==> src/rtl/fighter_pkg.sv <==
// Shared types and default frame/position constants for the fighter action sequencer
// and the blocks that consume its outputs.
package fighter_pkg;

  typedef enum logic [2:0] {
    ST_IDLE    = 3'd0,
    ST_WALK_L  = 3'd1,
    ST_WALK_R  = 3'd2,
    ST_PUNCH   = 3'd3,
    ST_KICK    = 3'd4,
    ST_BLOCK   = 3'd5,
    ST_HITSTUN = 3'd6
  } action_e;

  localparam int unsigned DEF_PUNCH_STARTUP  = 3;
  localparam int unsigned DEF_PUNCH_ACTIVE   = 2;
  localparam int unsigned DEF_PUNCH_RECOVERY = 4;
  localparam int unsigned DEF_KICK_STARTUP   = 5;
  localparam int unsigned DEF_KICK_ACTIVE    = 3;
  localparam int unsigned DEF_KICK_RECOVERY  = 6;
  localparam int unsigned DEF_HITSTUN        = 8;
  localparam int unsigned DEF_WALK_STEP      = 4;
  localparam int unsigned DEF_KNOCKBACK      = 2;
  localparam int unsigned DEF_X_MIN          = 0;
  localparam int unsigned DEF_X_MAX          = 560;
  localparam int unsigned DEF_X_INIT         = 100;
  localparam int unsigned DEF_X_W            = 10;

  // Button arbitration for the free states: attacks win over block, block over walking,
  // and opposing directions cancel out.
  function automatic action_e pick_action(input logic left, input logic right,
                                          input logic punch, input logic kick,
                                          input logic block);
    if (punch)               return ST_PUNCH;
    else if (kick)           return ST_KICK;
    else if (block)          return ST_BLOCK;
    else if (left && !right) return ST_WALK_L;
    else if (right && !left) return ST_WALK_R;
    else                     return ST_IDLE;
  endfunction

endpackage

==> src/rtl/frame_tick_detect.sv <==
// Turns the slowed frame clock level into a one-cycle tick in the system clock domain.
// Also used by the round timer.
module frame_tick_detect (
  input  logic clk_in,
  input  logic rst,
  input  logic frame_clk,
  output logic tick,
  output logic frame_tick
);

  logic fc_q;

  // fc_q resets high so a frame clock already high at reset release is not an edge.
  assign tick = frame_clk & ~fc_q;

  // NOTE: state registers use non-blocking assignments so every flop samples pre-edge values.
  always_ff @(posedge clk_in) begin
    if (rst) begin
      fc_q       <= 1'b1;
      frame_tick <= 1'b0;
    end else begin
      fc_q       <= frame_clk;
      frame_tick <= tick;
    end
  end

endmodule

==> src/rtl/fighter_action_fsm.sv <==
// Per-fighter action sequencer: advances action state, animation frame and x position
// once per frame tick.
module fighter_action_fsm
  import fighter_pkg::*;
#(
  parameter int unsigned PUNCH_STARTUP  = DEF_PUNCH_STARTUP,
  parameter int unsigned PUNCH_ACTIVE   = DEF_PUNCH_ACTIVE,
  parameter int unsigned PUNCH_RECOVERY = DEF_PUNCH_RECOVERY,
  parameter int unsigned KICK_STARTUP   = DEF_KICK_STARTUP,
  parameter int unsigned KICK_ACTIVE    = DEF_KICK_ACTIVE,
  parameter int unsigned KICK_RECOVERY  = DEF_KICK_RECOVERY,
  parameter int unsigned HITSTUN        = DEF_HITSTUN,
  parameter int unsigned WALK_STEP      = DEF_WALK_STEP,
  parameter int unsigned KNOCKBACK      = DEF_KNOCKBACK,
  parameter int unsigned X_MIN          = DEF_X_MIN,
  parameter int unsigned X_MAX          = DEF_X_MAX,
  parameter int unsigned X_INIT         = DEF_X_INIT,
  parameter int unsigned X_W            = DEF_X_W
) (
  input  logic           clk_in,
  input  logic           rst,
  input  logic           frame_clk,
  input  logic           btn_left,
  input  logic           btn_right,
  input  logic           btn_punch,
  input  logic           btn_kick,
  input  logic           btn_block,
  input  logic           facing_right,
  input  logic           hit_in,
  output logic           frame_tick,
  output action_e        state,
  output logic [3:0]     frame_idx,
  output logic [X_W-1:0] pos_x,
  output logic           attack_active,
  output logic           blocking
);

  localparam int unsigned PUNCH_TOTAL = PUNCH_STARTUP + PUNCH_ACTIVE + PUNCH_RECOVERY;
  localparam int unsigned KICK_TOTAL  = KICK_STARTUP + KICK_ACTIVE + KICK_RECOVERY;

  localparam logic [3:0] PUNCH_LAST = 4'(PUNCH_TOTAL - 1);
  localparam logic [3:0] KICK_LAST  = 4'(KICK_TOTAL - 1);
  localparam logic [3:0] HIT_LAST   = 4'(HITSTUN - 1);
  localparam logic [3:0] PUNCH_LO   = 4'(PUNCH_STARTUP);
  localparam logic [3:0] PUNCH_HI   = 4'(PUNCH_STARTUP + PUNCH_ACTIVE - 1);
  localparam logic [3:0] KICK_LO    = 4'(KICK_STARTUP);
  localparam logic [3:0] KICK_HI    = 4'(KICK_STARTUP + KICK_ACTIVE - 1);

  localparam logic [X_W-1:0] POS_MIN  = X_W'(X_MIN);
  localparam logic [X_W-1:0] POS_MAX  = X_W'(X_MAX);
  localparam logic [X_W-1:0] POS_INIT = X_W'(X_INIT);
  localparam logic [X_W-1:0] STEP     = X_W'(WALK_STEP);
  localparam logic [X_W-1:0] KNOCK    = X_W'(KNOCKBACK);

  // Distance to the limit is compared before moving so the position never wraps.
  function automatic logic [X_W-1:0] move_left(input logic [X_W-1:0] p,
                                               input logic [X_W-1:0] d);
    return ((p - POS_MIN) < d) ? POS_MIN : p - d;
  endfunction

  function automatic logic [X_W-1:0] move_right(input logic [X_W-1:0] p,
                                                input logic [X_W-1:0] d);
    return ((POS_MAX - p) < d) ? POS_MAX : p + d;
  endfunction

  logic           tick;
  logic           hit_any;
  logic           timed;
  logic [3:0]     last_idx;

  action_e        state_q, state_n;
  logic [3:0]     idx_q, idx_n;
  logic [X_W-1:0] pos_q, pos_n;
  logic           hit_q, hit_n;
  logic           atk_q, atk_n;
  logic           blk_q, blk_n;

  frame_tick_detect u_tick (
    .clk_in     (clk_in),
    .rst        (rst),
    .frame_clk  (frame_clk),
    .tick       (tick),
    .frame_tick (frame_tick)
  );

  // A hit arriving in the tick cycle itself is consumed by that tick.
  assign hit_any = hit_q | hit_in;
  assign timed   = (state_q == ST_PUNCH) || (state_q == ST_KICK) || (state_q == ST_HITSTUN);

  always_comb begin
    // NOTE: every variable gets a default first so no path can infer a latch.
    state_n  = state_q;
    idx_n    = idx_q;
    pos_n    = pos_q;
    hit_n    = hit_q;
    last_idx = HIT_LAST;

    case (state_q)
      ST_PUNCH: last_idx = PUNCH_LAST;
      ST_KICK:  last_idx = KICK_LAST;
      default:  last_idx = HIT_LAST;
    endcase

    if (tick) begin
      hit_n = 1'b0;

      // Movement belongs to the state being left, not the one being entered.
      case (state_q)
        ST_WALK_L:  pos_n = move_left(pos_q, STEP);
        ST_WALK_R:  pos_n = move_right(pos_q, STEP);
        ST_HITSTUN: pos_n = facing_right ? move_left(pos_q, KNOCK) : move_right(pos_q, KNOCK);
        default:    pos_n = pos_q;
      endcase

      if (hit_any && state_q != ST_BLOCK) begin
        state_n = ST_HITSTUN;
        idx_n   = '0;
      end else if (hit_any) begin
        idx_n = idx_q + 4'd1;
      end else if (timed) begin
        if (idx_q == last_idx) begin
          state_n = ST_IDLE;
          idx_n   = '0;
        end else begin
          idx_n = idx_q + 4'd1;
        end
      end else begin
        state_n = pick_action(btn_left, btn_right, btn_punch, btn_kick, btn_block);
        idx_n   = (state_n == state_q) ? idx_q + 4'd1 : 4'd0;
      end
    end else if (hit_in) begin
      hit_n = 1'b1;
    end

    atk_n = ((state_n == ST_PUNCH) && (idx_n >= PUNCH_LO) && (idx_n <= PUNCH_HI)) ||
            ((state_n == ST_KICK)  && (idx_n >= KICK_LO)  && (idx_n <= KICK_HI));
    blk_n = (state_n == ST_BLOCK);
  end

  always_ff @(posedge clk_in) begin
    if (rst) begin
      state_q <= ST_IDLE;
      idx_q   <= '0;
      pos_q   <= POS_INIT;
      hit_q   <= 1'b0;
      atk_q   <= 1'b0;
      blk_q   <= 1'b0;
    end else begin
      state_q <= state_n;
      idx_q   <= idx_n;
      pos_q   <= pos_n;
      hit_q   <= hit_n;
      atk_q   <= atk_n;
      blk_q   <= blk_n;
    end
  end

  assign state         = state_q;
  assign frame_idx     = idx_q;
  assign pos_x         = pos_q;
  assign attack_active = atk_q;
  assign blocking      = blk_q;

endmodule

==> config.mk <==
export PLATFORM = sky130hd
export DESIGN_NAME = fighter_action_fsm
export DESIGN_NICKNAME = d
export VERILOG_FILES = /design/src/rtl/fighter_pkg.sv /design/src/rtl/frame_tick_detect.sv /design/src/rtl/fighter_action_fsm.sv
export SDC_FILE = /design/constraint.sdc
export NUM_CORES = 1
export LEC_CHECK = 0
export CAP_MARGIN = 0
export CORE_MARGIN = 2
export CORE_UTILIZATION = 56
export DETAILED_ROUTE_END_ITERATION = 6
export PLACE_DENSITY = 0.81
export SYNTH_ARGS = -nofsm -noshare
export SYNTH_HDL_FRONTEND = slang
export SYNTH_HIERARCHICAL = 1
export SYNTH_SLANG_ARGS = --single-unit
export TNS_END_PERCENT = 5
==> constraint.sdc <==
create_clock -name clk_in -period 2.64 [get_ports clk_in]
set_input_delay 0.396 -clock clk_in [delete_from_list [all_inputs] [get_ports clk_in]]
set_output_delay 0.396 -clock clk_in [all_outputs]
set_load 0.005 [all_outputs]
---- Word level (Yosys, flattened, before mapping) ----
Cells that the tools add are included.
word-level totals
  register bits after elaboration ......... 22
  bits in latches ......................... 0
  RAM bits ................................ 0
  bits in read-only memories .............. 0
  output and inout bits ................... 20
  word-level logic and storage cells ...... 78
  memories kept ........................... 0
operators by class
  add/sub/neg operators ................... 6
  multiply operators ...................... 0
  divide/modulo/power cells ............... 0
  $lt $le $gt $ge ......................... 8
  eq/ne operators ......................... 11
  shift-type cells ........................ 0
  mux-type cells .......................... 27
  bitwise operators ....................... 3
  reductions and logical operators ........ 15
operators by type and width
  operator                  count
  $mux W10                  5
  $mux W3                   12
  $pmux W10 S3              1
  $mux W4                   6
  $lt A10 B2 Y1 const B     2
  $lt A10 B3 Y1 const B     2
  $eq A3 B3 Y1 const B      4
  $add A10 B2 Y10 const B   1
  $add A10 B3 Y10 const B   1
  $sub A10 B10 Y10 const A  1
  $sub A10 B2 Y10 const B   1
  $sub A10 B3 Y10 const B   1
  $eq A3 B2 Y1 const B      3
  $le A4 B3 Y1 const B      2
  $pmux W4 S2               1
  $logic_and A1 B1 Y1       7
  $add A4 B1 Y4 const B     1
  $eq A4 B4 Y1              1
  $ge A4 B2 Y1 const B      1
  $ge A4 B3 Y1 const B      1
  $mux W2                   2
  $eq A3 B1 Y1 const B      1
  $eq A3 B3 Y1              1
  $logic_or A1 B1 Y1        3
  other kinds (8)           9

---- Longest topological paths before layout ----
  depth in word-level cells ............... 21
  mapped depth ............................ 10
  depth with buffers taken out ............ 9

---- Hierarchy ----
Netlist, hierarchy kept.
modules (own cells, without submodules)
  module              instances  cells each  area each (µm²)
  fighter_action_fsm  1          288         2100.8
  frame_tick_detect   1          5           65.1

---- Worst setup path after synthesis ----
Ideal clock, no wire load.
  path kind ............................... reg-to-reg
  start ................................... register pos_q[2] (netlist: pos_x[2])
  end ..................................... register pos_q[1] (netlist: pos_x[1])
  library setup time ...................... 65 ps
  data arrival time ....................... 2357 ps
  slack ................................... 218 ps
  cell stages (with the launch flop) ...... 10
  path buffers ............................ 1
  clock period less this slack ............ 2422 ps
  cell sequence ........................... dfxtp_1 -> clkbuf_1 -> inv_1 -> ha_1 -> nand2b_1 -> nor4_1 -> o21ai_1 -> a211oi_1 -> mux2_2 -> nor2_1
between the ends
  cells in the longest elaborated chain, start to end .. 5
  elaborated cells on any way between the ends .. 11
RTL lines
  item                    RTL line                   RTL
  start, declared         fighter_action_fsm.sv:73   logic [X_W-1:0] pos_q, pos_n;
  start signal, assigned  fighter_action_fsm.sv:151  pos_q <= pos_n;
  $sub A10 B10 Y10        fighter_action_fsm.sv:63   return ((POS_MAX - p) < d) ? POS_MAX : p + d;
  $lt A10 B2 Y1           fighter_action_fsm.sv:63
  $mux W10                fighter_action_fsm.sv:63
  $mux W10                fighter_action_fsm.sv:111  ST_HITSTUN: pos_n = facing_right ? move_left(pos_q, KNOCK) : move_right(pos_q, KNOCK);
  $pmux W10 S3 (*)        fighter_action_fsm.sv:108  case (state_q)
Mark *: on every way between the ends. The rest lies on a longest branch, timed or not.
A chain may end at the register's enable or synchronous reset.

---- Worst setup path after layout ----
Same ends and word-level chain as after synthesis.

==> results.txt <==
status: finished clean
routed length per instance: 16.0 um
critical path data required time: 2840 ps
RSZ-0062 raised after global routing: yes
synthesized area per cell: 7.39 um2
Mapped Area: 2170 um2
die area: 4380 um2
met2 wire len: 2.95 mm
Placer Congestion: 0.887
Crit. End Element: register
Pleak: 0.936 nW
fmax: 414 MHz
arrival time at the worst endpoint: 2610 ps
Filler cells: 330
io pins: 30
PnR Total Power: 725 uW
wl on met1: 2.47 mm
Post-synth ARST share: 0%
Post-CTS Setup Bufs: 0
clk_skew: 5.81 ps
row cnt: 22
power density cells: 276 nW/um2
P&R area growth vs syn: 21.3%
Seq/Total Area, Yosys: 19.4%
Synth area leader: dfxtp_1
post-layout util: 71.2%
cts repair resizes: 0
largest net degree at the start of global routing: 21
CTS tree: built
final slew viol count: 0
setup TNS: 0 ps
Worst-path clk slew: 80 ps
Top Metal Used: met4
overall overflow remaining after global route: 0
Via density: 6.42
worst hold path class: reg -> reg
Setup WS post-layout: 224 ps
global-route wire length before repair: 10.1 mm
Die Y: 66.2 um
synthesized flop and latch total: 21
CTS HTree Levels: 1
crit-path cells: inv_1 -> ha_1 -> nor4bb_1 -> a21oi_1 -> nor3_1 -> o21ai_1 -> a211oi_1 -> mux2_2 -> nor2_1
via count: 2406
DPL Wire Length: 4.41 mm
Yosys warnings: 6
final hold slack: 438 ps
layout cell share with drive strength beyond 1: 13.5%
met3 WL: 457 um
ANT nets after route: 0
cts bufs inserted: 3
Yosys cell types: 73
DRC: 0
CP startpoint kind: register
post-placement cell area: 2580 um2
ANT cells: 0
Cells after DPL: 371
worst vdd ir: 0.175 mV
Starting Density: 58.7%
CTS sink count: 21
initial antenna violation count: 0
GRT Total Usage: 29.2%
Post-CTS Hold Fix Bufs: 0
number of max-cap violations: 0
Die Wd: 66.2 um
Core ar.: 3690 um2
total routed wirelength: 6.01 mm
Max-slew headroom: 57.1%
Non-Filler Instances: 375
top post-synthesis cells by area: dfxtp_1 (19%), a21oi_1 (4.9%), nor2_1 (4.9%), ha_1 (4.0%), nor3_1 (3.9%)
Synth Instances: 293
Max Buffers Root-to-Sink: 2
Yosys top cell area share: 19.4%
Worst-Margin Slew: 639 ps
drt pass-1 iters: 5
Nets: 345
final instance area: 2630 um2
crit path max fanout: 5
critical path's slowest cell: mux2_2
root buffer cell: clkbuf_8
crit-path max cell delay: 380 ps
Fin. Hold Viols: 0
fin crit share: 91.5%
endpoints failing setup: 0
ys flop type: dfxtp_1
net count after synthesis: 310
Worst Setup Path Type: reg -> reg
Port Buf Inserts: 28
vias in the first global route: 2180
Worst-Skew Late Latency: 260 ps
Post-Place Worst Slack: 22.9 ps
minimum clock period: 2420 ps
DRT iter0 DRCs: 191
number of flops mapped to enable cells by yosys: 0
-- path summary, 6_finish.rpt --
| kind | from | endpoint | slack [ps] | depth (start not counted) |
|---|---|---|---|---|
| hold reg to reg | u_tick/fc_q$_SDFF_PP1_ | u_tick/frame_tick$_SDFF_PP0_ | 440 | 1 |
| hold / removal | u_tick/fc_q$_SDFF_PP1_ | u_tick/frame_tick$_SDFF_PP0_ | 440 | 1 |
| setup / recovery | pos_x[2]$_SDFFE_PP1P_ | pos_x[1]$_SDFFE_PP0P_ | 220 | 9 |
| setup reg to reg | pos_x[2]$_SDFFE_PP1P_ | pos_x[1]$_SDFFE_PP0P_ | 220 | 9 |
-- sequential cells by signal (all words and copies together) (netlist names) --
name	flops
attack_active	1
state	3
u_tick/fc_q	1
u_tick/frame_tick	1
pos_x	9
frame_idx	4
blocking	1
hit_q	1
-- cells in the mapped netlist (7+ instances only) --
library cell / n
nor2_1: 28
nor3_1: 17
nand2b_1: 7
buf_2: 7
o21ai_0: 9
a31oi_1: 7
ha_1: 7
nor2b_1: 7
nand3_1: 9
a21oi_1: 21
nand2_1: 20
clkbuf_1: 11
dfxtp_1: 21
-- final cells by class --
| class | count | area, um2 | area share, % |
|---|---|---|---|
| multi-input combinational | 242 | 1610 | 61.1 |
| timing repair buffer | 53 | 468 | 17.8 |
| sequential | 21 | 422 | 16.1 |
| tap | 48 | 60.1 | 2.29 |
| clock buffer | 4 | 45.0 | 1.72 |
| inverter | 7 | 26.3 | 1.00 |
-- worst max-delay path, delay by kind of cell (launching register included) --
family / cells / cell delay [ps]
AO/OA/AOI/OAI: 3 / 610
adder cells (fa/ha/maj): 1 / 260
buffers and inverters: 1 / 160
AND/OR/NAND/NOR: 3 / 620
multiplexers: 1 / 380
flip-flops: 1 / 320
-- power by group --
group          total (mW)  internal (mW)  switching [mW]
clock               0.216          0.108           0.108
sequential          0.344          0.324          0.0194
combinational       0.166         0.0818          0.0842
-- cells by family (layout without fill, tap and decap cells) --
kind of cell             count (synthesis)  count (layout)  share of synthesized area (%)
AO/OA/AOI/OAI                           93              93                           31.0
flip-flops                              21              21                           19.4
multiplexers                             2               2                          0.982
other                                    1               1                          0.173
AND/OR/NAND/NOR                        128             128                           33.5
XOR/XNOR                                11              11                           4.45
buffers and inverters                   30              64                           6.47
adder cells (fa/ha/maj)                  7               7                           4.04
-- metal layers --
metal	vias to the layer above	global-route usage (%)
li1	1177	-
met1	1096	36.0
met2	114	50.7
met3	19	3.41
met4	0	12.2
met5	-	0
-- placed cells by master, fill, tap and decap left out, types with 7 or more instances in the layout --
| cell | instances |
|---|---|
| a21oi_1 | 21 |
| a31oi_1 | 7 |
| buf_4 | 25 |
| clkdlybuf4s50_1 | 28 |
| dfxtp_1 | 20 |
| ha_1 | 7 |
| nand2_1 | 20 |
| nand2b_1 | 7 |
| nand3_1 | 9 |
| nor2_1 | 28 |
| nor2b_1 | 7 |
| nor3_1 | 17 |
| o21ai_0 | 9 |
No activity file was read; power rests on OpenSTA's default activity.
